File: src/rtl/uart_xcvr_pkg.sv
// ----------------------------------------------------------------------------
// uart_xcvr_pkg
// Shared types and constants for the uart_xcvr transceiver.
//   tx_state_e / rx_state_e : FSM state encodings
//   FRAME_BITS              : bits per frame on the line (start + data + [parity] + stop)
//   cnt_width()             : width of the per-bit cycle counter
// Optional feature macro: UART_XCVR_PARITY_EN (adds an even-parity bit to each frame).
// ----------------------------------------------------------------------------
package uart_xcvr_pkg;

`ifdef UART_XCVR_PARITY_EN
    typedef enum logic [2:0] {
        TX_IDLE,
        TX_START,
        TX_DATA,
        TX_PARITY,
        TX_STOP
    } tx_state_e;

    typedef enum logic [2:0] {
        RX_IDLE,
        RX_START,
        RX_DATA,
        RX_PARITY,
        RX_STOP,
        RX_BREAK
    } rx_state_e;

    localparam int FRAME_BITS = 11;
`else
    typedef enum logic [2:0] {
        TX_IDLE,
        TX_START,
        TX_DATA,
        TX_STOP
    } tx_state_e;

    typedef enum logic [2:0] {
        RX_IDLE,
        RX_START,
        RX_DATA,
        RX_STOP,
        RX_BREAK
    } rx_state_e;

    localparam int FRAME_BITS = 10;
`endif

    // Counter spans 0 .. cycles_per_bit-1; guard the degenerate case so the
    // width is never zero.
    function automatic int cnt_width(input int cycles_per_bit);
        cnt_width = (cycles_per_bit > 2) ? $clog2(cycles_per_bit) : 1;
    endfunction

endpackage

File: src/rtl/uart_xcvr_rx.sv
// ----------------------------------------------------------------------------
// uart_xcvr_rx
// Receive half of the UART: 2-flop synchronizer, RX FSM and a one-entry
// output register with valid/ready handshake.
// Ports:
//   clk_i, rst_ni        : clock, asynchronous active-low reset
//   rx_i                 : asynchronous serial input
//   rx_data_o/rx_valid_o : received byte and its valid flag
//   rx_ready_i           : consumer accepts rx_data_o
//   rx_overflow_o        : pulse, new byte dropped because register was full
//   rx_frame_err_o       : pulse, stop bit sampled low
//   rx_parity_err_o      : pulse, parity mismatch (constant 0 unless
//                          UART_XCVR_PARITY_EN is defined)
// ----------------------------------------------------------------------------
module uart_xcvr_rx
    import uart_xcvr_pkg::*;
#(
    parameter int CYCLES_PER_BIT = 16
) (
    input  logic       clk_i,
    input  logic       rst_ni,
    input  logic       rx_i,
    output logic [7:0] rx_data_o,
    output logic       rx_valid_o,
    input  logic       rx_ready_i,
    output logic       rx_overflow_o,
    output logic       rx_frame_err_o,
    output logic       rx_parity_err_o
);

    localparam int                CNT_W    = cnt_width(CYCLES_PER_BIT);
    localparam logic [CNT_W-1:0] CNT_HALF = CNT_W'(CYCLES_PER_BIT / 2 - 1);
    localparam logic [CNT_W-1:0] CNT_LAST = CNT_W'(CYCLES_PER_BIT - 1);

    logic             rx_meta_q;
    logic             rx_s_q;
    logic             rx_prev_q;
    rx_state_e        state_q;
    logic [CNT_W-1:0] cnt_q;
    logic [CNT_W-1:0] cnt_d;
    logic [2:0]       bit_idx_q;
    logic [7:0]       shift_q;
    logic [7:0]       data_q;
    logic             valid_q;
    logic             overflow_q;
    logic             frame_err_q;
    logic             bit_end;
    logic             parity_bad;

    // Synchronizer plus one extra stage for falling-edge detection.
    always_ff @(posedge clk_i or negedge rst_ni) begin
        if (!rst_ni) begin
            rx_meta_q <= 1'b1;
            rx_s_q    <= 1'b1;
            rx_prev_q <= 1'b1;
        end else begin
            rx_meta_q <= rx_i;
            rx_s_q    <= rx_meta_q;
            rx_prev_q <= rx_s_q;
        end
    end

    assign bit_end = (cnt_q == CNT_LAST);
    assign cnt_d   = bit_end ? '0 : cnt_q + 1'b1;

`ifdef UART_XCVR_PARITY_EN
    logic par_bit_q;
    logic parity_err_q;
    assign parity_bad      = ((^shift_q) != par_bit_q);
    assign rx_parity_err_o = parity_err_q;
`else
    assign parity_bad      = 1'b0;
    assign rx_parity_err_o = 1'b0;
`endif

    always_ff @(posedge clk_i or negedge rst_ni) begin
        if (!rst_ni) begin
            state_q     <= RX_IDLE;
            cnt_q       <= '0;
            bit_idx_q   <= '0;
            shift_q     <= '0;
            data_q      <= '0;
            valid_q     <= 1'b0;
            overflow_q  <= 1'b0;
            frame_err_q <= 1'b0;
`ifdef UART_XCVR_PARITY_EN
            par_bit_q    <= 1'b0;
            parity_err_q <= 1'b0;
`endif
        end else begin
            overflow_q  <= 1'b0;
            frame_err_q <= 1'b0;
`ifdef UART_XCVR_PARITY_EN
            parity_err_q <= 1'b0;
`endif
            // Consumer read; a byte completing this same cycle re-sets valid below.
            if (rx_ready_i && valid_q) begin
                valid_q <= 1'b0;
            end

            case (state_q)
                RX_IDLE: begin
                    cnt_q <= '0;
                    if (rx_prev_q && !rx_s_q) begin
                        state_q <= RX_START;
                    end
                end
                RX_START: begin
                    if (cnt_q == CNT_HALF) begin
                        cnt_q     <= '0;
                        bit_idx_q <= '0;
                        // A line already back high at mid-start is a glitch.
                        state_q   <= rx_s_q ? RX_IDLE : RX_DATA;
                    end else begin
                        cnt_q <= cnt_q + 1'b1;
                    end
                end
                RX_DATA: begin
                    cnt_q <= cnt_d;
                    if (bit_end) begin
                        shift_q   <= {rx_s_q, shift_q[7:1]};
                        bit_idx_q <= bit_idx_q + 3'd1;
                        if (bit_idx_q == 3'd7) begin
`ifdef UART_XCVR_PARITY_EN
                            state_q <= RX_PARITY;
`else
                            state_q <= RX_STOP;
`endif
                        end
                    end
                end
`ifdef UART_XCVR_PARITY_EN
                RX_PARITY: begin
                    cnt_q <= cnt_d;
                    if (bit_end) begin
                        par_bit_q <= rx_s_q;
                        state_q   <= RX_STOP;
                    end
                end
`endif
                RX_STOP: begin
                    cnt_q <= cnt_d;
                    if (bit_end) begin
                        if (!rx_s_q) begin
                            // Frame error wins over any parity result.
                            frame_err_q <= 1'b1;
                            state_q     <= RX_BREAK;
                        end else begin
                            // Leave at bit centre so the next start edge is caught early.
                            state_q <= RX_IDLE;
                            if (parity_bad) begin
`ifdef UART_XCVR_PARITY_EN
                                parity_err_q <= 1'b1;
`endif
                            end else if (!valid_q || rx_ready_i) begin
                                data_q  <= shift_q;
                                valid_q <= 1'b1;
                            end else begin
                                overflow_q <= 1'b1;
                            end
                        end
                    end
                end
                RX_BREAK: begin
                    // Hold here while the line stays low so a break reports once.
                    cnt_q <= '0;
                    if (rx_s_q) begin
                        state_q <= RX_IDLE;
                    end
                end
                default: begin
                    state_q <= RX_IDLE;
                    cnt_q   <= '0;
                end
            endcase
        end
    end

    assign rx_data_o      = data_q;
    assign rx_valid_o     = valid_q;
    assign rx_overflow_o  = overflow_q;
    assign rx_frame_err_o = frame_err_q;

endmodule

File: src/rtl/uart_xcvr.sv
// ----------------------------------------------------------------------------
// uart_xcvr
// 8N1 UART transceiver (8E1 when UART_XCVR_PARITY_EN is defined).
// The TX FSM lives here; the receive path is in uart_xcvr_rx.
// Ports:
//   clk_i, rst_ni        : clock, asynchronous active-low reset
//   tx_data_i/tx_valid_i : byte to send and its valid flag
//   tx_ready_o           : transmitter idle, accepts a byte
//   tx_o                 : serial output, idle high
//   rx_i                 : serial input (asynchronous)
//   rx_data_o/rx_valid_o : received byte and its valid flag
//   rx_ready_i           : consumer accepts rx_data_o
//   rx_overflow_o, rx_frame_err_o, rx_parity_err_o : one-cycle error pulses
// Optional feature macro: UART_XCVR_PARITY_EN.
// ----------------------------------------------------------------------------
module uart_xcvr
    import uart_xcvr_pkg::*;
#(
    parameter int CLK_FREQ = 50_000_000,
    parameter int BAUD     = 115_200
) (
    input  logic       clk_i,
    input  logic       rst_ni,
    input  logic [7:0] tx_data_i,
    input  logic       tx_valid_i,
    output logic       tx_ready_o,
    output logic       tx_o,
    input  logic       rx_i,
    output logic [7:0] rx_data_o,
    output logic       rx_valid_o,
    input  logic       rx_ready_i,
    output logic       rx_overflow_o,
    output logic       rx_frame_err_o,
    output logic       rx_parity_err_o
);

    localparam int                CYCLES_PER_BIT = CLK_FREQ / BAUD;
    localparam int                CNT_W          = cnt_width(CYCLES_PER_BIT);
    localparam logic [CNT_W-1:0] CNT_LAST       = CNT_W'(CYCLES_PER_BIT - 1);

    if (CYCLES_PER_BIT < 4) begin : g_cpb_check
        $error("uart_xcvr: CLK_FREQ/BAUD must be at least 4");
    end

    tx_state_e        tx_state_q;
    logic [CNT_W-1:0] tx_cnt_q;
    logic [CNT_W-1:0] tx_cnt_d;
    logic [2:0]       tx_bit_idx_q;
    logic [2:0]       tx_next_idx;
    logic [7:0]       tx_data_q;
    logic             tx_q;
    logic             tx_ready_q;
    logic             tx_bit_end;

    assign tx_bit_end  = (tx_cnt_q == CNT_LAST);
    assign tx_cnt_d    = tx_bit_end ? '0 : tx_cnt_q + 1'b1;
    assign tx_next_idx = tx_bit_idx_q + 3'd1;

    // Line level and ready are registered so tx_o is glitch-free at the pad.
    always_ff @(posedge clk_i or negedge rst_ni) begin
        if (!rst_ni) begin
            tx_state_q   <= TX_IDLE;
            tx_cnt_q     <= '0;
            tx_bit_idx_q <= '0;
            tx_data_q    <= '0;
            tx_q         <= 1'b1;
            tx_ready_q   <= 1'b1;
        end else begin
            case (tx_state_q)
                TX_IDLE: begin
                    tx_cnt_q <= '0;
                    if (tx_valid_i) begin
                        tx_data_q  <= tx_data_i;
                        tx_state_q <= TX_START;
                        tx_q       <= 1'b0;
                        tx_ready_q <= 1'b0;
                    end
                end
                TX_START: begin
                    tx_cnt_q <= tx_cnt_d;
                    if (tx_bit_end) begin
                        tx_state_q   <= TX_DATA;
                        tx_bit_idx_q <= '0;
                        tx_q         <= tx_data_q[0];
                    end
                end
                TX_DATA: begin
                    tx_cnt_q <= tx_cnt_d;
                    if (tx_bit_end) begin
                        tx_bit_idx_q <= tx_next_idx;
                        if (tx_bit_idx_q == 3'd7) begin
`ifdef UART_XCVR_PARITY_EN
                            tx_state_q <= TX_PARITY;
                            tx_q       <= ^tx_data_q;
`else
                            tx_state_q <= TX_STOP;
                            tx_q       <= 1'b1;
`endif
                        end else begin
                            tx_q <= tx_data_q[tx_next_idx];
                        end
                    end
                end
`ifdef UART_XCVR_PARITY_EN
                TX_PARITY: begin
                    tx_cnt_q <= tx_cnt_d;
                    if (tx_bit_end) begin
                        tx_state_q <= TX_STOP;
                        tx_q       <= 1'b1;
                    end
                end
`endif
                TX_STOP: begin
                    tx_cnt_q <= tx_cnt_d;
                    if (tx_bit_end) begin
                        tx_state_q <= TX_IDLE;
                        tx_ready_q <= 1'b1;
                    end
                end
                default: begin
                    tx_state_q <= TX_IDLE;
                    tx_cnt_q   <= '0;
                    tx_q       <= 1'b1;
                    tx_ready_q <= 1'b1;
                end
            endcase
        end
    end

    assign tx_o       = tx_q;
    assign tx_ready_o = tx_ready_q;

    uart_xcvr_rx #(
        .CYCLES_PER_BIT (CYCLES_PER_BIT)
    ) u_rx (
        .clk_i           (clk_i),
        .rst_ni          (rst_ni),
        .rx_i            (rx_i),
        .rx_data_o       (rx_data_o),
        .rx_valid_o      (rx_valid_o),
        .rx_ready_i      (rx_ready_i),
        .rx_overflow_o   (rx_overflow_o),
        .rx_frame_err_o  (rx_frame_err_o),
        .rx_parity_err_o (rx_parity_err_o)
    );

endmodule

File: config.mk
export PLATFORM = sky130hd
export DESIGN_NAME = uart_xcvr
export DESIGN_NICKNAME = d
export VERILOG_FILES = /design/src/rtl/uart_xcvr_pkg.sv /design/src/rtl/uart_xcvr_rx.sv /design/src/rtl/uart_xcvr.sv
export SDC_FILE = /design/constraint.sdc
export NUM_CORES = 1
export LEC_CHECK = 0
export BUFFER_PORTS_ARGS = -buffer_cell sky130_fd_sc_hd__buf_4
export CAP_MARGIN = 10
export CORE_ASPECT_RATIO = 0.75
export CORE_MARGIN = 2
export CORE_UTILIZATION = 60
export CTS_CLUSTER_SIZE = 8
export DETAILED_ROUTE_END_ITERATION = 16
export PLACE_DENSITY = 0.81
export SLEW_MARGIN = 20
export SYNTH_ARGS = -nofsm -noshare
export SYNTH_HDL_FRONTEND = slang
export SYNTH_SLANG_ARGS = --single-unit
File: constraint.sdc
create_clock -name clk_i -period 3.7 [get_ports clk_i]
set_input_delay 0.74 -clock clk_i [delete_from_list [all_inputs] [get_ports clk_i]]
set_output_delay 0.74 -clock clk_i [all_outputs]
set_load 0.02 [all_outputs]
==> summary.txt, run 1 <==
Status
  • Status: finished clean

Detailed routing
  • Routed len/inst: 14.45 um
  • First-pass iteration count of the detailed router: 4
  • DR iter-0 viols: 81
  • Total number of vias: 1,805
  • Antenna Nets Post-Route: 0
  • Drt drc: 0
  • Via density: 5.520
  • Drt total wl: 4725 um

Finish
  • ANT cells: 0
  • Final core occ: 72.42%
  • Fill count: 312
  • Share of cells above drive strength 1: 30.00%
  • Area Overhead vs Synth: 14.04%
  • FF+latch area: 1533 um^2
  • Nets: 292
  • Multi-input logic area: 1266 um^2

Setup path
  • CP Class: flip-flop to flip-flop
  • CP max stage cell: nor2b_1
  • Critical path buffers and inverters: 1
  • Worst reg2reg path startpoint: u_rx.cnt_q[1]
  • CP Launch Type: flip-flop
  • Setup crit start: u_rx.cnt_q[1]
  • Critical path arrival: 2.41 ns
  • Crit path capture type: flip-flop
  • Worst Path Max Fanout: 8
  • Crit-path cells: inv_1 -> ha_1 -> and4b_2 -> nand3_1 -> nor2b_1 -> mux2_2
  • Slowest stage delay, CP: 0.61 ns
  • Cell family with the largest share of critical-path delay: simple AND/OR/NAND/NOR gates
  • Required time of the critical path: 3.92 ns

Logic synthesis
  • Yosys top cell area share: 48.55%
  • Ys Warns: 0
  • Mapped Cells: 237
  • Most frequent cell after synthesis: dfrtp_1
  • Asr flop ratio synth: 100.0%
  • Number of synthesized flops with an enable pin: 0
  • Synth Register Bits: 61
  • Sequential share of the synthesized area: 53.10%
  • Synth Area per Inst: 12.18 um^2
  • Post-synth top flop: dfrtp_1
  • Yosys cell types: 50
  • Mapped cell area: 2887 um^2
  • Synth area leaders: dfrtp_1, mux2_2, ha_1, dfstp_2, nor2_1
  • Largest area contributor in the netlist: dfrtp_1
  • Commonest cells post-synth: dfrtp_1, mux2_2, nor2_1
  • Mapped Nets: 264

Global route
  • GRT overflow: 0
  • Total Routing Usage GR: 20.71%
  • Initial antenna violation count: 0
  • Vias in the first global route: 1,844
  • Largest net degree at the start of global routing: 62
  • First-pass GRT wire length: 8576 um

Clocking
  • Clk root buf: clkbuf_8
  • CTS sink count: 61
  • CTS tree: built
  • CTS Hold Bufs: 0
  • # Post-CTS Setup Buffers: 0
  • Clock Latency Late Sink: 0.33 ns
  • CTS buffer count: 9
  • Clock Path Buffers: 2
  • Clock slew at reported path FFs: 0.06 ns
  • Resized Gates After CTS: 0
  • CTS H-tree depth: 3

Die
  • # rows: 21
  • Starting density of the core: 63.50%
  • Die area: 5388 um^2
  • Total core area: 4546 um^2
  • Die W: 84.09 um
  • I/O Pins: 27
  • Die height: 64.07 um

Power
  • Logic pwr share: 7.6%
  • Switch share: 22.95%
  • NetSw: 0.0003333 W
  • Pwr dens: 441.1 nW/um^2
  • Worst ir drop on vdd: 0.4095 mV
  • Clock power share: 42.8%
  • Reg power frac: 49.7%
  • Leakage: 1.583 nW
  • Internal power: 0.001119 W

Placed design
  • Placer Congestion: 0.8850
  • DP HPWL: 3164 um
  • Port Buf Inserts: 25

STA
  • Fin. max-slew vios: 0
  • Max Clk Rate: 455.3 MHz
  • Slew headroom: 43.67%
  • RSZ-0062 raised after global routing: false
  • Clk_skew: 0.007046 ns
  • Setup_tns: 0 ns
  • Final worst path period need: 2.196 ns
  • Slew @ Worst Pin: 0.8236 ns
  • Final hold viol count: 0
  • Setup violations, final: 0
  • Fin crit share: 59.36%

Hold path
  • Hold Startpoint: u_rx.rx_meta_q
  • Worst hold path class: flip-flop to flip-flop

Run
  • Max cap viols: 0
[flip-flops by register name, indices dropped and copies added (netlist names)]
name,count
u_rx.rx_overflow_o,1
tx_o,1
tx_cnt_q,9
u_rx.rx_prev_q,1
u_rx.rx_meta_q,1
u_rx.rx_valid_o,1
u_rx.rx_s_q,1
tx_data_q,8
u_rx.state_q,3
u_rx.cnt_q,9
u_rx.shift_q,8
tx_bit_idx_q,3
u_rx.rx_frame_err_o,1
tx_ready_o,1
u_rx.rx_data_o,8
tx_state_q,2
u_rx.bit_idx_q,3
[power groups by stage]
stage | registers, W | clock network, W | logic, W
2_1_floorplan | 0.000713 | 0 | 0.0000973
3_3_place_gp | 0.000728 | 0 | 0.000106
3_5_place_dp | 0.000732 | 0 | 0.000112
4_1_cts | 0.000721 | 0.000638 | 0.000112
5_1_grt | 0.000723 | 0.000668 | 0.000127
6_report | 0.000721 | 0.000621 | 0.000110
[layout make-up]
cell class	count	share of cell area, %
inverter	7	0.7982
timing repair buffer	25	5.701
clock inverter	4	2.204
clock buffer	12	4.105
multi-input combinational	161	38.46
tap	57	2.166
sequential	61	46.56
[layout by cell type (no fill, tap or decap), drive strengths merged, types with 2 or more instances in the layout]
master  instances
dfrtp          56
or3             2
clkbuf         12
o21a            2
nor2b           4
xor2            5
buf            25
nor2           27
nand2          13
mux2           28
or2             2
a21oi           6
o21ai           6
dfstp           5
nand2b          2
xnor2           9
nand4           2
nor3            5
nand3           6
nand4b          2
and4b           2
a22o            2
mux4            2
inv             7
a32o            2
bufinv          2
ha             14
[worst paths after layout]
path	to	slack, ns	cells after the start
worst min register to register	u_rx.rx_s_q	0.36	0
max in group asynchronous	tx_bit_idx_q[2]	2.75	1
worst max-delay path	u_rx.rx_data_o[5]	1.50	6
worst max register to register	u_rx.rx_data_o[5]	1.50	6
min in group asynchronous	u_rx.bit_idx_q[1]	0.47	1
worst min-delay path	u_rx.rx_s_q	0.36	0
[through the flow]
| step | worst slack (ns) | instance area (um^2) | hold slack [ns] | std cells | total power (W) |
|---|---|---|---|---|---|
| after floorplan | 1.645 | 2887 | 0.3452 | 237 | 0.0008102 |
| after CTS | 1.493 | 3292 | 0.3565 | 327 | 0.001471 |
| final | 1.504 | 3292 | 0.3559 | 327 | 0.001452 |
| after detailed placement | 1.512 | 3084 | 0.3472 | 311 | 0.0008436 |
| after global routing | 1.333 | 3292 | 0.3616 | 327 | 0.001518 |
| after global placement | 1.584 | 3084 | 0.3472 | 311 | 0.0008345 |
[routing by layer]
| layer | vias to the layer above | GRT usage, % | routed length [um] |
|---|---|---|---|
| met5 | - | 0 | 0 |
| met4 | 0 | 8.065 | 8 |
| met3 | 2 | 7.623 | 246 |
| met2 | 50 | 29.07 | 2024 |
| met1 | 873 | 29.44 | 2446 |
| li1 | 880 | - | - |
[cell families (layout without fill, tap and decap cells)]
family | Yosys count | count (layout) | share of synthesized area, %
buf+inv | 15 | 48 | 3.034
fa+ha+maj | 14 | 14 | 6.069
compound gates | 24 | 24 | 6.112
flops | 61 | 61 | 53.10
xor+xnor | 14 | 14 | 4.248
simple gates | 77 | 77 | 14.35
other cells | 1 | 1 | 0.1299
mux | 31 | 31 | 12.96
Power figures use the tool's default switching activity.
==> run 2: changes to the inputs <==
- CORE_UTILIZATION: 60 -> 58
- PLACE_DENSITY: 0.81 -> 0.78
- clock period: 3.7 -> 2.2 ns (I/O delays scaled with it)
==> summary.txt, run 2 (synthesized netlist as in run 1, its figures left out) <==
Die
  • Die height: 65.10 um (was 64.07 um)
  • Die area: 5563 um^2 (was 5388 um^2)
  • Die W: 85.46 um (was 84.09 um)
  • I/O Pins: 27 (unchanged)
  • Starting density of the core: 59.58% (was 63.50%)
  • Total core area: 4845 um^2 (was 4546 um^2)
  • # rows: 22 (was 21)

Detailed routing
  • Drt drc: 0 (unchanged)
  • First-pass iteration count of the detailed router: 4 (unchanged)
  • Antenna Nets Post-Route: 0 (unchanged)
  • Drt total wl: 5243 um (was 4725 um)
  • Routed len/inst: 15.51 um (was 14.45 um)
  • DR iter-0 viols: 86 (was 81)
  • Via density: 5.524 (was 5.520)
  • Total number of vias: 1,867 (was 1,805)

Clocking
  • Resized Gates After CTS: 0 (unchanged)
  • Clock slew at reported path FFs: 0.06 ns (about the same)
  • Clock Latency Late Sink: 0.33 ns (about the same)
  • Clock Path Buffers: 2 (unchanged)
  • CTS tree: built (unchanged)
  • Clk root buf: clkbuf_8 (unchanged)
  • CTS Hold Bufs: 0 (unchanged)
  • CTS buffer count: 9 (unchanged)
  • CTS H-tree depth: 3 (unchanged)
  • CTS sink count: 61 (unchanged)
  • # Post-CTS Setup Buffers: 0 (unchanged)

Setup path
  • Required time of the critical path: 2.42 ns (was 3.92 ns)
  • Crit-path cells: inv_1 -> ha_1 -> or4b_1 -> or3_4 -> a31oi_4 -> mux2_4 (was inv_1 -> ha_1 -> and4b_2 -> nand3_1 -> nor2b_1 -> mux2_2)
  • CP max stage cell: or4b_1 (was nor2b_1)
  • Crit path capture type: flip-flop (unchanged)
  • Reg2reg end: u_rx.state_q[0] (was u_rx.rx_data_o[5])
  • Slowest stage delay, CP: 0.43 ns (was 0.61 ns)
  • R2R depth: 6 (unchanged)
  • CP Launch Type: flip-flop (unchanged)
  • Setup slack, reg-to-reg: 0.13 ns (was 1.50 ns)
  • CP Class: flip-flop to flip-flop (unchanged)
  • Critical path arrival: 2.29 ns (was 2.41 ns)
  • Cell family with the largest share of critical-path delay: simple AND/OR/NAND/NOR gates (unchanged)
  • Worst Path Max Fanout: 5 (was 8)
  • Worst reg2reg path startpoint: u_rx.cnt_q[0] (was u_rx.cnt_q[1])
  • Critical path buffers and inverters: 1 (unchanged)

Finish
  • Fill count: 369 (was 312)
  • Nets: 300 (was 292)
  • Biggest regs: tx_cnt_q: 9 flops, u_rx.cnt_q: 9 flops (unchanged)
  • Share of cells above drive strength 1: 32.73% (was 30.00%)
  • Commonest non-fill, non-tap cell in the layout: dfrtp_1 (unchanged)
  • Most frequent cells in the layout: dfrtp_1, buf_4, nor2_1, mux2_2, ha_1 (was dfrtp_1, nor2_1, mux2_2)
  • Final core occ: 70.33% (was 72.42%)
  • ANT cells: 0 (unchanged)
  • Area Overhead vs Synth: 18.03% (was 14.04%)

Global route
  • Met2 usage in global routing: 31.25% (was 29.07%)
  • First-pass GRT wire length: 9232 um (was 8576 um)
  • Met3 usage: 7.035% (was 7.623%)
  • Largest net degree at the start of global routing: 62 (unchanged)
  • Total Routing Usage GR: 21.80% (was 20.71%)
  • Initial antenna violation count: 0 (unchanged)
  • GRT overflow: 0 (unchanged)
  • GRT Max-Usage Layer: met2 (was met1)
  • Vias in the first global route: 1,944 (was 1,844)
  • Routing usage on met1: 30.75% (was 29.44%)

Hold path
  • Worst hold path class: input pin to asynchronous set/reset pin (was flip-flop to flip-flop)

Status
  • Status: finished clean (unchanged)

STA
  • Final worst path period need: 2.074 ns (was 2.196 ns)
  • Slew headroom: 50.38% (was 43.67%)
  • RSZ-0062 raised after global routing: false (unchanged)
  • Max Clk Rate: 482.1 MHz (was 455.3 MHz)
  • Fin. max-slew vios: 0 (unchanged)
  • Final hold viol count: 0 (unchanged)
  • Setup violations, final: 0 (unchanged)
  • Clk_skew: 0.005578 ns (was 0.007046 ns)
  • Slew @ Worst Pin: 0.7443 ns (was 0.8236 ns)
  • Setup_tns: 0 ns (unchanged)
  • Fin crit share: 94.29% (was 59.36%)

Placed design
  • DP HPWL: 3616 um (was 3164 um)
  • Port Buf Inserts: 25 (unchanged)
  • Placer Congestion: 0.8677 (was 0.8850)

Power
  • Clock power share: 46.6% (was 42.8%)
  • Leakage: 1.653 nW (was 1.583 nW)
  • Logic pwr share: 8.6% (was 7.6%)
  • Tot Pwr: 0.002695 W (was 0.001452 W)
  • Pwr dens: 791.0 nW/um^2 (was 441.1 nW/um^2)
  • Worst ir drop on vdd: 0.6967 mV (was 0.4095 mV)
  • Reg power frac: 44.8% (was 49.7%)
  • NetSw: 0.0005727 W (was 0.0003333 W)
  • Switch share: 21.25% (was 22.95%)
  • Internal power: 0.002122 W (was 0.001119 W)

Run
  • Max cap viols: 0 (unchanged)
[run 2: changes by cell type in the layout (fill, tap and decap cells not counted)]
cell,before,now
buf_4,25,33
bufinv_16,2,3
clkbuf_1,3,1
clkbuf_8,9,12
clkinv_2,1,0
clkinvlp_4,1,0
[run 2: how the worst max path moves through the flow]
stage / slack (ns) / startpoint / end / cells past startpoint
4_1_cts: 0.1 / u_rx.cnt_q[0] / u_rx.state_q[0] / 6
3_5_place_dp: 0.12 / u_rx.cnt_q[0] / u_rx.state_q[0] / 6
6_report: 0.13 / u_rx.cnt_q[0] / u_rx.state_q[0] / 6
2_1_floorplan: 0.14 / u_rx.cnt_q[0] / u_rx.state_q[0] / 6
3_3_place_gp: 0.18 / u_rx.cnt_q[0] / u_rx.state_q[0] / 6
5_1_grt: 0.03 / u_rx.cnt_q[0] / u_rx.state_q[0] / 6
[run 2: routing by layer]
layer | vias to the layer above | share of wire (%)
li1 | 901 | -
met1 | 916 | 49
met2 | 43 | 45
met3 | 7 | 4.4
met4 | 0 | 1.3
met5 | - | 0
[run 2: through the flow]
stage / hold slack [ns] / worst slack, ns / instance area, um^2 / instances
4_1_cts: 0.1896 / 0.09815 / 3400 / 337
3_5_place_dp: 0.3487 / 0.1161 / 3141 / 321
6_report: 0.1725 / 0.1257 / 3407 / 338
2_1_floorplan: 0.1444 / 0.1447 / 2887 / 237
5_1_grt: 0.1914 / 0.02879 / 3407 / 338
3_3_place_gp: 0.3464 / 0.1756 / 3141 / 321
[run 2: power groups by stage]
stage	logic (W)	clock network, W	registers, W
after CTS	0.000222	0.00129	0.00121
final	0.000230	0.00126	0.00121
after detailed placement	0.000221	0	0.00123
after global routing	0.000261	0.00134	0.00121
after floorplan	0.000164	0	0.00120
after global placement	0.000216	0	0.00122
[run 2: worst register-to-register path: stages, from the launching register on]
cell and delay [ns]:
dfrtp_1 0.42, inv_1 0.08, ha_1 0.12, or4b_1 0.43, or3_4 0.36, a31oi_4 0.24
mux2_4 0.31
[run 2: layout make-up]
type | instances | area [um^2] | share of cell area (%)
tap | 60 | 75.07 | 2.203
clock inverter | 3 | 90.09 | 2.644
timing repair buffer | 33 | 247.7 | 7.271
sequential | 61 | 1533 | 44.99
inverter | 7 | 26.28 | 0.7712
multi-input combinational | 161 | 1266 | 37.16
clock buffer | 13 | 168.9 | 4.958
==> run 3: changes to the inputs <==
- ABC_AREA: default -> 1
- CELL_PAD_IN_SITES_DETAIL_PLACEMENT: default -> 0
- CELL_PAD_IN_SITES_GLOBAL_PLACEMENT: default -> 1
- CORE_UTILIZATION: 58 -> 45
- PLACE_DENSITY: 0.78 -> default
- PLACE_DENSITY_LB_ADDON: default -> 0.1
==> summary.txt, run 3 <==
Die
  • Total core area: 6350 um^2 (was 4845 um^2)
  • Die height: 74.51 um (was 65.10 um)
  • I/O Pins: 27 (unchanged)
  • # rows: 25 (was 22)
  • Starting density of the core: 46.98% (was 59.58%)
  • Die area: 7303 um^2 (was 5563 um^2)
  • Die W: 98.01 um (was 85.46 um)

Clocking
  • CTS tree: built (unchanged)
  • Clock slew at reported path FFs: 0.07 ns (was 0.06 ns)
  • CTS sink count: 61 (unchanged)
  • Clk root buf: clkbuf_8 (unchanged)
  • Resized Gates After CTS: 0 (unchanged)
  • CTS buffer count: 9 (unchanged)
  • Clock Path Buffers: 2 (unchanged)
  • CTS H-tree depth: 3 (unchanged)
  • CTS Hold Bufs: 0 (unchanged)
  • # Post-CTS Setup Buffers: 0 (unchanged)
  • Clock Latency Late Sink: 0.34 ns (was 0.33 ns)

Global route
  • Vias in the first global route: 2,048 (was 1,944)
  • Largest net degree at the start of global routing: 62 (unchanged)
  • GRT overflow: 0 (unchanged)
  • Initial antenna violation count: 0 (unchanged)
  • First-pass GRT wire length: 9508 um (was 9232 um)
  • Total Routing Usage GR: 16.62% (was 21.80%)

Detailed routing
  • Drt total wl: 5359 um (was 5243 um)
  • Via density: 4.814 (was 5.524)
  • First-pass iteration count of the detailed router: 4 (unchanged)
  • Drt drc: 0 (unchanged)
  • Antenna Nets Post-Route: 0 (unchanged)
  • Total number of vias: 2,152 (was 1,867)
  • Routed len/inst: 11.99 um (was 15.51 um)
  • DR iter-0 viols: 104 (was 86)

Setup path
  • Required time of the critical path: 2.42 ns (about the same)
  • R2R depth: 9 (was 6)
  • Slowest stage delay, CP: 0.40 ns (was 0.43 ns)
  • Critical path arrival: 1.94 ns (was 2.29 ns)
  • Reg2reg end: u_rx.rx_data_o[5] (was u_rx.state_q[0])
  • CP Class: flip-flop to flip-flop (unchanged)
  • Crit-path cells: inv_1 -> ha_1 -> inv_1 -> nor2_1 -> nand2_4 -> nor2_8 -> nand4_4 -> nand2_1 -> o21ai_2 (was inv_1 -> ha_1 -> or4b_1 -> or3_4 -> a31oi_4 -> mux2_4)
  • Worst Path Max Fanout: 16 (was 5)
  • Setup slack, reg-to-reg: 0.48 ns (was 0.13 ns)
  • Critical path buffers and inverters: 2 (was 1)
  • CP max stage cell: dfrtp_1 (was or4b_1)
  • Worst reg2reg path startpoint: u_rx.cnt_q[1] (was u_rx.cnt_q[0])
  • Most Frequent Cell on Critical Path: inv_1
  • CP Launch Type: flip-flop (unchanged)
  • Cell family with the largest share of critical-path delay: simple AND/OR/NAND/NOR gates (unchanged)
  • Crit path capture type: flip-flop (unchanged)

STA
  • Final worst path period need: 1.720 ns (was 2.074 ns)
  • Fin. max-slew vios: 0 (unchanged)
  • Setup_tns: 0 ns (unchanged)
  • Slew @ Worst Pin: 0.7537 ns (was 0.7443 ns)
  • Slew headroom: 49.76% (was 50.38%)
  • Setup violations, final: 0 (unchanged)
  • Max Clk Rate: 581.3 MHz (was 482.1 MHz)
  • RSZ-0062 raised after global routing: false (unchanged)
  • Clk_skew: 0.01185 ns (was 0.005578 ns)
  • Final hold viol count: 0 (unchanged)
  • Fin crit share: 78.20% (was 94.29%)

Finish
  • Share of cells above drive strength 1: 20.77% (was 32.73%)
  • ANT cells: 0 (unchanged)
  • Nets: 388 (was 300)
  • Final core occ: 54.27% (was 70.33%)
  • Commonest non-fill, non-tap cell in the layout: nand2_1 (was dfrtp_1)
  • Area Overhead vs Synth: 15.52% (was 18.03%)
  • Most frequent cells in the layout: nand2_1, dfrtp_1, inv_1 (was dfrtp_1, buf_4, nor2_1, mux2_2, ha_1)
  • Biggest regs: tx_cnt_q: 9 flops, u_rx.cnt_q: 9 flops (unchanged)

Logic synthesis
  • Synth area leaders: dfrtp_1, nand2_1, ha_1, inv_1, dfstp_2 (was dfrtp_1, mux2_2, ha_1, dfstp_2, nor2_1)
  • Mapped cell area: 2983 um^2 (was 2887 um^2)
  • Synth Register Bits: 61 (unchanged)
  • Yosys top cell area share: 46.98% (was 48.55%)
  • Yosys cell types: 36 (was 50)
  • Commonest cells post-synth: nand2_1, dfrtp_1, inv_1 (was dfrtp_1, mux2_2, nor2_1)
  • Most frequent cell after synthesis: nand2_1 (was dfrtp_1)
  • Synth Area per Inst: 9.066 um^2 (was 12.18 um^2)
  • Largest area contributor in the netlist: dfrtp_1 (unchanged)
  • Ys Warns: 0 (unchanged)
  • Mapped Nets: 356 (was 264)
  • Asr flop ratio synth: 100.0% (unchanged)
  • Number of synthesized flops with an enable pin: 0 (unchanged)
  • Mapped Cells: 329 (was 237)
  • Sequential share of the synthesized area: 51.38% (was 53.10%)
  • Post-synth top flop: dfrtp_1 (unchanged)

Power
  • Leakage: 1.720 nW (was 1.653 nW)
  • Worst ir drop on vdd: 0.4017 mV (was 0.6967 mV)
  • Pwr dens: 1012 nW/um^2 (was 791.0 nW/um^2)

Status
  • Status: finished clean (unchanged)

Placed design
  • Placer Congestion: 0.7335 (was 0.8677)
  • DP HPWL: 3833 um (was 3616 um)
  • Port Buf Inserts: 25 (unchanged)

Hold path
  • Worst hold path class: input pin to asynchronous set/reset pin (unchanged)

Run
  • Max cap viols: 0 (unchanged)
-- run 3: cell types whose count changed in the layout (fill, tap and decap cells not counted), moves of 8 or more --
cell     before  now
buf_4        33   25
inv_1         7   41
mux2_2       27    8
nand2_1      13   70
nand3_1       6   24
o21ai_0       6   15
o21ai_2       0    8
-- run 3: report_power, final --
part | leakage (nW) | total (W) | switching, W | internal [W]
Sequential | 0.806 | 0.00149 | 0.000162 | 0.00133
Combinational | 0.812 | 0.000983 | 0.000589 | 0.000393
Clock | 0.102 | 0.00102 | 0.000436 | 0.000581
Total | 1.72 | 0.00349 | 0.00119 | 0.00230
-- run 3: through the flow --
stage / total power, W / std cells / cell area (um^2) / setup slack [ns] / hold WS [ns]
after global placement: 0.002480 / 431 / 3243 / 0.5263 / 0.3460
final: 0.003488 / 447 / 3446 / 0.4797 / 0.1618
after floorplan: 0.002229 / 329 / 2983 / 0.6750 / 0.1444
after CTS: 0.003540 / 447 / 3446 / 0.4375 / 0.1819
after detailed placement: 0.002504 / 431 / 3243 / 0.4413 / 0.3522
after global routing: 0.003729 / 447 / 3446 / 0.3033 / 0.1812
-- run 3: logic make-up (layout without fill, tap and decap cells) --
group           count (synthesis)  in the layout  share of synthesized area (%)
compound gates                 40             40                          8.180
xor+xnor                        6              6                          1.762
fa+ha+maj                      14             14                          5.873
buf+inv                        48             85                          6.544
flops                          61             61                          51.38
mux                             8              8                          3.020
other cells                     1              1                         0.1257
simple gates                  151            151                          23.11
-- run 3: worst max path at each step --
stage                              endpoint  cells past startpoint           from  slack [ns]
final                     u_rx.rx_data_o[5]                      9  u_rx.cnt_q[1]        0.48
after global routing      u_rx.rx_data_o[4]                      9  u_rx.cnt_q[1]        0.30
after CTS                 u_rx.rx_data_o[5]                      9  u_rx.cnt_q[1]        0.44
after detailed placement  u_rx.rx_data_o[5]                      9  u_rx.cnt_q[1]        0.44
after global placement    u_rx.rx_data_o[6]                      9  u_rx.cnt_q[1]        0.53
after floorplan           u_rx.rx_data_o[1]                     10  u_rx.cnt_q[1]        0.67
-- run 3: per-layer routing --
| layer | vias up | share of wire, % | track usage, % |
|---|---|---|---|
| li1 | 1115 | - | - |
| met1 | 998 | 53 | 22.99 |
| met2 | 30 | 41 | 24.43 |
| met3 | 9 | 4.1 | 4.981 |
| met4 | 0 | 1.8 | 7.407 |
| met5 | - | 0 | 0 |
-- run 3: worst reg2reg max path: stages, from the launching register on --
cell and delay, ns:
dfrtp_1 0.40, inv_1 0.09, ha_1 0.14, inv_1 0.04, nor2_1 0.20, nand2_4 0.10
nor2_8 0.16, nand4_4 0.26, nand2_1 0.16, o21ai_2 0.06
-- run 3: final cells by class --
type / instances / area (um^2)
Timing Repair Buffer: 25 / 187.7
Clock inverter: 4 / 47.55
Clock buffer: 12 / 155.1
Fill cell: 605 / 2904
Sequential cell: 61 / 1533
Tap cell: 81 / 101.3
Multi-Input combinational cell: 220 / 1255
Inverter: 44 / 166.4
